==> config.mk <==
export PLATFORM = sky130hd
export DESIGN_NAME = window_allocator
export DESIGN_NICKNAME = d
export VERILOG_FILES = /design/src/rtl/window_allocator.sv
export SDC_FILE = /design/constraint.sdc
export NUM_CORES = 1
export LEC_CHECK = 0
export BUFFER_PORTS_ARGS = -buffer_cell sky130_fd_sc_hd__buf_2
export CAP_MARGIN = 30
export CORE_MARGIN = 2
export CORE_UTILIZATION = 45
export CTS_CLUSTER_SIZE = 8
export DETAILED_ROUTE_END_ITERATION = 10
export PLACE_DENSITY_LB_ADDON = 0.15
export REMOVE_ABC_BUFFERS = 1
export SETUP_SLACK_MARGIN = 0.1
export SLEW_MARGIN = 10
export SYNTH_ARGS = -nofsm -noshare
export SYNTH_HDL_FRONTEND = slang
export SYNTH_SLANG_ARGS = --single-unit
==> constraint.sdc <==
create_clock -name i_clk -period 5.85 [get_ports i_clk]
set_input_delay 1.17 -clock i_clk [delete_from_list [all_inputs] [get_ports i_clk]]
set_output_delay 1.17 -clock i_clk [all_outputs]
set_load 0.01 [all_outputs]
==> src/rtl/window_allocator.sv <==
// window_allocator: one receiving slot of the position-issue interface.
// Latches an issued window center, snoops the broadcast pixel stream and
// assembles a KERNEL_DIM x KERNEL_DIM neighbourhood. Taps that fall outside
// the real image are zero-filled at issue time. The finished window is
// offered over a valid/ready handshake.
// Optional build macro: WINDOW_ALLOCATOR_STATS_EN adds o_win_count and
// o_dup_count statistics outputs.
module window_allocator #(
   parameter int unsigned KERNEL_DIM  = 3,
   parameter int unsigned PIXEL_WIDTH = 8
) (
   input  logic                                          i_clk,
   input  logic                                          i_rst_n,
   input  logic                                          i_select,
   input  logic [7:0]                                    i_center_x,
   input  logic [7:0]                                    i_center_y,
   input  logic [7:0]                                    i_image_dim,
   input  logic [1:0]                                    i_padding,
   input  logic                                          i_pix_valid,
   input  logic [7:0]                                    i_pix_x,
   input  logic [7:0]                                    i_pix_y,
   input  logic [PIXEL_WIDTH-1:0]                        i_pix_data,
   output logic                                          o_win_valid,
   input  logic                                          i_win_ready,
   output logic [KERNEL_DIM*KERNEL_DIM*PIXEL_WIDTH-1:0]  o_win_data,
   output logic                                          o_busy,
   output logic                                          o_issue_overrun
`ifdef WINDOW_ALLOCATOR_STATS_EN
   ,
   output logic [15:0]                                   o_win_count,
   output logic [7:0]                                    o_dup_count
`endif
);

   localparam int unsigned KK = KERNEL_DIM * KERNEL_DIM;
   localparam int unsigned H  = (KERNEL_DIM - 1) / 2;
   localparam int unsigned CW = $clog2(KK + 1);
   localparam int unsigned DW = KK * PIXEL_WIDTH;
   localparam logic signed [9:0] HS = 10'(H);

   typedef enum logic [1:0] {
      StIdle,
      StArmed,
      StFull
   } state_t;

   state_t                r_state;
   state_t                w_state_nxt;

   logic [7:0]            r_cx;
   logic [7:0]            r_cy;
   logic [KK-1:0]         r_mask;
   logic [CW-1:0]         r_count;
   logic [DW-1:0]         r_data;
   logic                  r_overrun;

   logic signed [9:0]     w_lo;
   logic signed [9:0]     w_hi;
   logic [KK-1:0]         w_pre_mask;
   logic [CW-1:0]         w_pre_count;

   logic signed [9:0]     w_dx;
   logic signed [9:0]     w_dy;
   logic                  w_armed_pix;
   logic [KK-1:0]         w_hit_oh;
   logic [KK-1:0]         w_cap_oh;
   logic                  w_cap;
   logic                  w_dup;

   logic                  w_xfer;
   logic                  w_arm;

   // Handshake and issue-acceptance decode
   always_comb begin
      w_xfer = (r_state == StFull) && i_win_ready;
      // An issue is accepted when idle, or on the very edge the held window leaves
      w_arm  = i_select && ((r_state == StIdle) || w_xfer);
   end

   // Pre-fill: taps whose padded coordinate lies outside the real image
   always_comb begin : p_prefill
      logic signed [9:0] v_row;
      logic signed [9:0] v_col;
      w_pre_mask  = '0;
      w_pre_count = '0;
      v_row       = '0;
      v_col       = '0;
      w_lo        = $signed({8'b0, i_padding});
      w_hi        = $signed({2'b00, i_image_dim}) + w_lo - 10'sd1;
      for (int r = 0; r < int'(KERNEL_DIM); r++) begin
         for (int c = 0; c < int'(KERNEL_DIM); c++) begin
            // 10-bit signed so a center near 0 or 255 cannot wrap into range
            v_row = $signed({2'b00, i_center_y}) - HS + $signed(10'(r));
            v_col = $signed({2'b00, i_center_x}) - HS + $signed(10'(c));
            if ((v_row < w_lo) || (v_row > w_hi) || (v_col < w_lo) || (v_col > w_hi)) begin
               w_pre_mask[r*KERNEL_DIM+c] = 1'b1;
               w_pre_count                = w_pre_count + CW'(1);
            end
         end
      end
   end

   // Snoop: locate the incoming pixel within the armed window
   always_comb begin
      w_armed_pix = (r_state == StArmed) && i_pix_valid;
      // Offsets from the window's top-left corner; negative means outside
      w_dx        = $signed({2'b00, i_pix_x}) - ($signed({2'b00, r_cx}) - HS);
      w_dy        = $signed({2'b00, i_pix_y}) - ($signed({2'b00, r_cy}) - HS);
      w_hit_oh    = '0;
      for (int r = 0; r < int'(KERNEL_DIM); r++) begin
         for (int c = 0; c < int'(KERNEL_DIM); c++) begin
            w_hit_oh[r*KERNEL_DIM+c] = w_armed_pix &&
                                       (w_dx == $signed(10'(c))) &&
                                       (w_dy == $signed(10'(r)));
         end
      end
      w_cap_oh = w_hit_oh & ~r_mask;
      w_cap    = |w_cap_oh;
      w_dup    = |(w_hit_oh & r_mask);
   end

   // State register
   always_ff @(posedge i_clk or negedge i_rst_n) begin
      if (!i_rst_n) begin
         r_state <= StIdle;
      end else begin
         r_state <= w_state_nxt;
      end
   end

   // Next-state logic
   always_comb begin
      w_state_nxt = r_state;
      unique case (r_state)
         StIdle: begin
            if (i_select) begin
               w_state_nxt = StArmed;
            end
         end
         StArmed: begin
            // Also covers a window completed entirely by the pre-fill
            if (r_count == CW'(KK)) begin
               w_state_nxt = StFull;
            end
         end
         StFull: begin
            if (i_win_ready) begin
               w_state_nxt = i_select ? StArmed : StIdle;
            end
         end
         default: begin
            w_state_nxt = StIdle;
         end
      endcase
   end

   // Outputs decoded from state and held window registers
   always_comb begin
      o_win_valid     = (r_state == StFull);
      o_busy          = (r_state != StIdle);
      o_win_data      = r_data;
      o_issue_overrun = r_overrun;
   end

   // Window datapath: arm, capture, clear on transfer
   always_ff @(posedge i_clk or negedge i_rst_n) begin
      if (!i_rst_n) begin
         r_cx    <= '0;
         r_cy    <= '0;
         r_mask  <= '0;
         r_count <= '0;
         r_data  <= '0;
      end else if (w_arm) begin
         r_cx    <= i_center_x;
         r_cy    <= i_center_y;
         r_mask  <= w_pre_mask;
         r_count <= w_pre_count;
         // Clearing every tap zero-fills the off-image slots in one step
         r_data  <= '0;
      end else if (w_xfer) begin
         r_mask  <= '0;
         r_count <= '0;
      end else if (w_cap) begin
         r_mask  <= r_mask | w_cap_oh;
         r_count <= r_count + CW'(1);
         for (int s = 0; s < int'(KK); s++) begin
            if (w_cap_oh[s]) begin
               r_data[s*PIXEL_WIDTH +: PIXEL_WIDTH] <= i_pix_data;
            end
         end
      end
   end

   // Sticky flag for issues that arrive while a window is in flight
   always_ff @(posedge i_clk or negedge i_rst_n) begin
      if (!i_rst_n) begin
         r_overrun <= 1'b0;
      end else if (i_select && !w_arm) begin
         r_overrun <= 1'b1;
      end
   end

`ifdef WINDOW_ALLOCATOR_STATS_EN
   logic [15:0] r_win_count;
   logic [7:0]  r_dup_count;

   // Transfer counter wraps; duplicate counter saturates
   always_ff @(posedge i_clk or negedge i_rst_n) begin
      if (!i_rst_n) begin
         r_win_count <= '0;
         r_dup_count <= '0;
      end else begin
         if (w_xfer) begin
            r_win_count <= r_win_count + 16'd1;
         end
         if (w_dup && (r_dup_count != 8'hFF)) begin
            r_dup_count <= r_dup_count + 8'd1;
         end
      end
   end

   // Statistics outputs
   always_comb begin
      o_win_count = r_win_count;
      o_dup_count = r_dup_count;
   end
`endif

endmodule
After elaboration in Yosys (flattened, before gate mapping):

Index checks and enable logic that the tools add are counted.

* add/sub/neg operators: 21
* multipliers: 0
* div/mod/pow operators: 0
* $lt $le $gt $ge: 12
* equal/unequal tests: 11
* shifts and indexed selects: 0
* mux-type cells: 41
* bitwise gates (word level): 3
* reduce and logical (&&, ||, !) cells: 65

Operators by type and width (count)
* $mux 72: 3
* $mux 8: 9
* $mux 4: 11
* $gt 10x10->1: 4
* $lt 10x3->1: 4
* $add 4x1->4 const B: 9
* $sub 8x1->9 const B: 4
* $reduce_and 3->1: 10
* $mux 9: 3
* $logic_or 1x1->1: 22
* $reduce_bool 2->1: 11
* $add 9x2->10 const B: 2
* $add 9x3->10 const B: 2
* $eq 10x2->1 const B: 2
* $eq 10x3->1 const B: 2
* $gt 9x10->1: 2
* $logic_not 10->1: 2
* $sub 9x9->10: 2
* $lt 9x3->1: 2
* $logic_and 1x1->1: 16
* $mux 1: 11
* $sub 9x1->10 const B: 1
* $add 8x2->9: 1
* $and 9x9->9: 1
* other kinds (13): 17

* register bits after elaboration: 104
* latch bits: 0
* RAM bits: 0
* memory bits (read-only): 0
* input bits: 55
* output and inout bits: 75
* memories: 0

Logic depth before layout (Yosys ltp):

* word-level depth: 24
* gate-level depth with buffers: 43
* mapped depth without buffers: 43

Worst setup path after synthesis:

Ideal clock, no wire load.

* path kind: input -> register
* start point: input i_center_x[0]
* end point: register r_count[3]
* data arrival time: 8.499 ns
* data required time: 5.715 ns
* path slack: -2.784 ns
* cell stages on the path: 38
* path buffers: 3
* cell sequence: clkbuf_1 -> inv_1 -> ha_1 -> buf_2 -> xor2_1 -> ha_1 -> clkbuf_1 -> or3_1 -> a21oi_1 -> xor2_1 -> ha_1 -> a21oi_1 -> o21ai_0 -> nand2_1 -> or3_1 -> o211ai_2 -> a2111oi_4 -> and2_4 -> (+2 left out) -> nor4_1 -> nor2_1 -> ha_1 -> nand2_1 -> o21ai_0 -> ha_1 -> a21oi_2 -> nor2_1 -> xnor2_1 -> mux2i_1 -> ha_1 -> o21ai_0 -> xnor3_1 -> xnor3_1 -> xor2_1 -> o41a_1 -> nor3_1 -> o32ai_1

* word-level cells in the longest chain between the ends: 22

RTL lines
* start, declared: RTL line 15 `input logic [7:0] i_center_x,`
* $sub 8x1->9 *: RTL line 94 `v_col = $signed({2'b00, i_center_x}) - HS + $signed(10'(c));`
* branches (longest 19 deep; another with $add 9x2->10)
* $mux 4 *: RTL line 95 `if ((v_row < w_lo) || (v_row > w_hi) || (v_col < w_lo) || (v_col > w_hi)) begin`
* $mux 4 *: RTL line 173 `end else if (w_arm) begin`
* end signal, assigned: RTL line 177 `r_count <= w_pre_count;`
* end signal, assigned: RTL line 185 `r_count <= r_count + CW'(1);`
* end, declared: RTL line 53 `logic [CW-1:0] r_count;`

Mark *: on every way between the ends.
A chain may end at the register's enable or synchronous reset.

Worst setup path in the final report:

* start point: input i_padding[1]
* end point: register r_count[3]

* word-level cells in the longest chain between the ends: 24

RTL lines
* start, declared: RTL line 18 `input logic [1:0] i_padding,`
* $add 8x2->9: RTL line 89 `w_hi = $signed({2'b00, i_image_dim}) + w_lo - 10'sd1;`
* $sub 9x1->10: RTL line 89
* $gt 9x10->1: RTL line 95
* $logic_or 1x1->1 (3 in a row): RTL line 95
* $mux 1: RTL line 95
* $add 4x1->4: RTL line 97 `w_pre_count = w_pre_count + CW'(1);`
* $mux 4: RTL line 95
* $add 4x1->4: RTL line 97
* (+6 left out)
* $mux 4: RTL line 95
* $add 4x1->4: RTL line 97
* $mux 4: RTL line 95
* $add 4x1->4: RTL line 97
* $mux 4: RTL line 95
* $add 4x1->4: RTL line 97
* $mux 4 *: RTL line 95
* $mux 4 *: RTL line 173

Mark *: on every way between the ends. The rest lies on a longest branch, timed or not.

==> summary.md <==
| Metric | Value |
|---|---|
| Via density per instance | `5.55` |
| Post-cts hold buffer count | `0` |
| Die ar. | `0.0228 sq mm` |
| Slew Viols, Final | `0` |
| Ys flop type | `dfrtp_1` |
| Final core occ | `64.5%` |
| Max-Cap Viols | `0` |
| All-layer global routing usage | `25.3%` |
| Area Growth Syn to Fin | `40.2%` |
| #FFs+latches synth | `104` |
| Core ar. | `0.0212 sq mm` |
| First-pass GRT wire length | `46300 um` |
| Final Setup Violations | `4` |
| Post-route insts no fill | `1719` |
| H-tree depth | `3` |
| Detailed-route via count | `9545` |
| Worst R2R Path Depth | `18` |
| I/O Pins | `130` |
| Port bufs | `129` |
| Most used cell, CP | `ha_4` |
| Register area share after synthesis | `26.7%` |
| ANT nets after route | `0` |
| CP max stage cell | `o41a_1` |
| Final Skew | `0.0116 ns` |
| Starting Density | `46.0%` |
| Num CTS Buffers | `9` |
| Congestion Overflow GR | `0` |
| Clock Sinks | `104` |
| Fill count | `1740` |
| Vias in the first global route | `9158` |
| Final hold vios | `0` |
| CTS max path bufs | `2` |
| Number of diodes | `0` |
| CP Capture Type | `flip-flop` |
| Maximum VDD drop | `378 uV` |
| Place WS | `-2.57 ns` |
| Final GP Congestion | `0.908` |
| Worst EP arrival | `7.82 ns` |
| Worst-Margin Slew | `0.962 ns` |
| Worst setup margin | `-1.71 ns` |
| WL/cell | `17.1 um` |
| Worst hold start | `o_issue_overrun` |
| Status | `complete, but fails checks` |
| Design Area, Final | `0.0136 sq mm` |
| Ys Warns | `0` |
| HPWL Detailed | `22700 um` |
| Hold path depth | `1` |
| Critical Path RT | `6.10 ns` |
| Leakage Power | `6.45 nW` |
| Initial DRT Pass Iterations | `5` |
| Clock Latency Late Sink | `0.35 ns` |
| Drt drc | `0` |
| Synth Instances | `1055` |
| Hold EP | `o_issue_overrun` |
| Syn_area_per_cell | `9.23 sq um` |
| End of the worst register-to-register path | `r_count[3]` |
| Asr flop ratio synth | `100%` |
| Worst flop-to-flop path startpoint | `r_cy[0]` |
| CP startpoint kind | `input port` |
| Nets | `1596` |
| Dpl cell area | `0.0124 sq mm` |
| Crit path max fanout | `4` |
| CTS tree | `done` |
| RSZ-0062 raised after global routing | `true` |
| Clk pin slew, worst setup/hold paths | `0.07 ns` |
| Fraction of layout cells with a size suffix above 1 | `44.2%` |
| Root buf cell | `clkbuf_16` |
| Worst rel slew slack | `35.7%` |
| Die Ht | `151 um` |
| Post-synth EDFFs | `0` |
| Achievable Freq | `0.132 GHz` |
| Slack of the worst reg-to-reg path | `1.16 ns` |
| Largest net degree at the start of global routing | `62` |
| Row Count | `53` |
| Post-Syn Area | `0.00974 sq mm` |
| Post-route clock period utilization | `129%` |
| Die width | `151 um` |
| DP Cell Count | `1673` |
| Setup Crit Path Kind | `input port to flip-flop` |
| Initial drt markers | `532` |
| Max incr delay on CP | `0.45 ns` |
| Power per cell area | `507 mW/mm^2` |
| Post-route minimum period | `7.56 ns` |
| Netlist cell types | `112` |
| Initial antenna violation count | `2` |
| Min-Delay Path Class | `flip-flop to flip-flop` |
| Post-Route WL | `29300 um` |
| Failing checks | `setup timing` |
## power breakdown
group | total, W | switching, W | internal [W]
logic | 0.00504 | 0.00242 | 0.00262
registers | 0.00128 | 0.000216 | 0.00107
clock network | 0.000586 | 0.000285 | 0.000301
## registers in the layout, indices dropped and copies added (netlist names)
register,flops
o_win_data,72
r_state,2
r_cy,8
o_issue_overrun,1
r_count,4
r_mask,9
r_cx,8
## cells in the final DEF, fill, tap and decap left out, types with 9 or more instances in the layout
cell / n
buf_4: 265
buf_2: 126
dfrtp_1: 104
ha_1: 83
nand2_1: 80
mux2_2: 73
inv_1: 64
nor2_1: 64
a21oi_1: 37
o21ai_0: 35
xnor2_1: 33
xor2_1: 26
nor3_1: 21
nand3_1: 17
nand4_1: 16
buf_6: 14
or3_1: 12
nand2b_1: 12
and2_1: 12
ha_4: 12
mux2i_1: 11
nor2b_1: 10
a211oi_1: 10
a21o_1: 10
xnor2_2: 10
o21a_1: 9
inv_2: 9
clkbuf_16: 9
## final cells by class
cell class / count / area [sq um] / area share, %
clock inverter: 7 / 72.6 / 0.532
timing repair buffer: 408 / 2830 / 20.7
sequential: 104 / 2600 / 19.1
multi-input combinational: 839 / 7280 / 53.3
inverter: 77 / 299 / 2.19
tap: 275 / 344 / 2.52
clock buffer: 9 / 225 / 1.65
## metal layers
metal	vias to the layer above	wire, um	track usage, %
met3	42	1290	2.92
met2	238	14000	43.2
met4	4	400	3.97
met5	-	22	0
li1	4653	-	-
met1	4608	13700	35.3
## cells by family after synthesis
group,Yosys count,share of synthesized area (%)
flip-flops,104,26.7
AO/OA/AOI/OAI,238,18.5
adder cells (fa/ha/maj),102,13.3
multiplexers,86,9.79
XOR/XNOR,78,7.98
AND/OR/NAND/NOR,335,19.1
buffers and inverters,112,4.59
## cell usage after synthesis, types with 6 or more instances
cell       number  share of area, %
nor4_1         11              0.71
a21o_1         10              0.77
a21oi_1        39               2.0
nand2_1        84               3.2
o21a_1          9              0.69
a221oi_1        6              0.54
mux2i_1        12               1.2
o21ai_0        43               2.2
mux2_2         74               8.6
inv_1          73               2.8
a31oi_1        10              0.64
nor2_1         69               2.7
xor2_1         30               2.7
nand4_1        16               1.0
o2111ai_1       8              0.72
dfrtp_1       104                27
or3_1          12              0.77
nor3_1         23               1.2
ha_1           99                13
nor2b_1        10              0.64
buf_2           6              0.31
and2_1         12              0.77
xnor2_1        39               3.5
nor4b_1         6              0.54
o211ai_1        8              0.62
nand2b_1       13              0.84
clkbuf_1       25              0.96
and3_1          8              0.51
a211oi_1       10              0.77
nand3_1        18              0.93
a21boi_0        6              0.46
## critical path, delay by kind of cell
kind                     cells  cell delay, ns
adder cells (fa/ha/maj)      8            1.92
AND/OR/NAND/NOR             11            1.51
multiplexers                 1            0.18
buffers and inverters        7            0.61
AO/OA/AOI/OAI                9            2.00
XOR/XNOR                     3            0.38
## metrics by stage
step	power (W)	TNS (ns)	hold slack (ns)
2_1_floorplan	0.00387	-8.36	0.483
3_3_place_gp	0.00539	-7.72	0.448
3_5_place_dp	0.00547	-8.24	0.453
4_1_cts	0.00645	-4.13	0.471
5_1_grt	0.00749	-6.47	0.480
6_report	0.00691	-5.17	0.464
## worst max path at each step
| stage | from | to | cells past startpoint | slack, ns |
|---|---|---|---|---|
| finish | i_padding[1] | r_count[3] | 39 | -1.71 |
| global route | i_image_dim[1] | r_count[3] | 38 | -2.08 |
| detailed placement | i_image_dim[1] | r_count[3] | 37 | -2.57 |
| global placement | i_image_dim[1] | r_count[2] | 41 | -2.40 |
| CTS | i_padding[1] | r_count[3] | 39 | -1.44 |
| floorplan | i_padding[1] | r_count[3] | 34 | -2.66 |
## timing repair
action / in CTS / in global routing
resized for setup: 76 / 53
pin swaps: 52 / 48
buffers inserted: 19 / 14
setup endpoints to repair: 4 / 4
No activity file was read; power rests on OpenSTA's default activity.
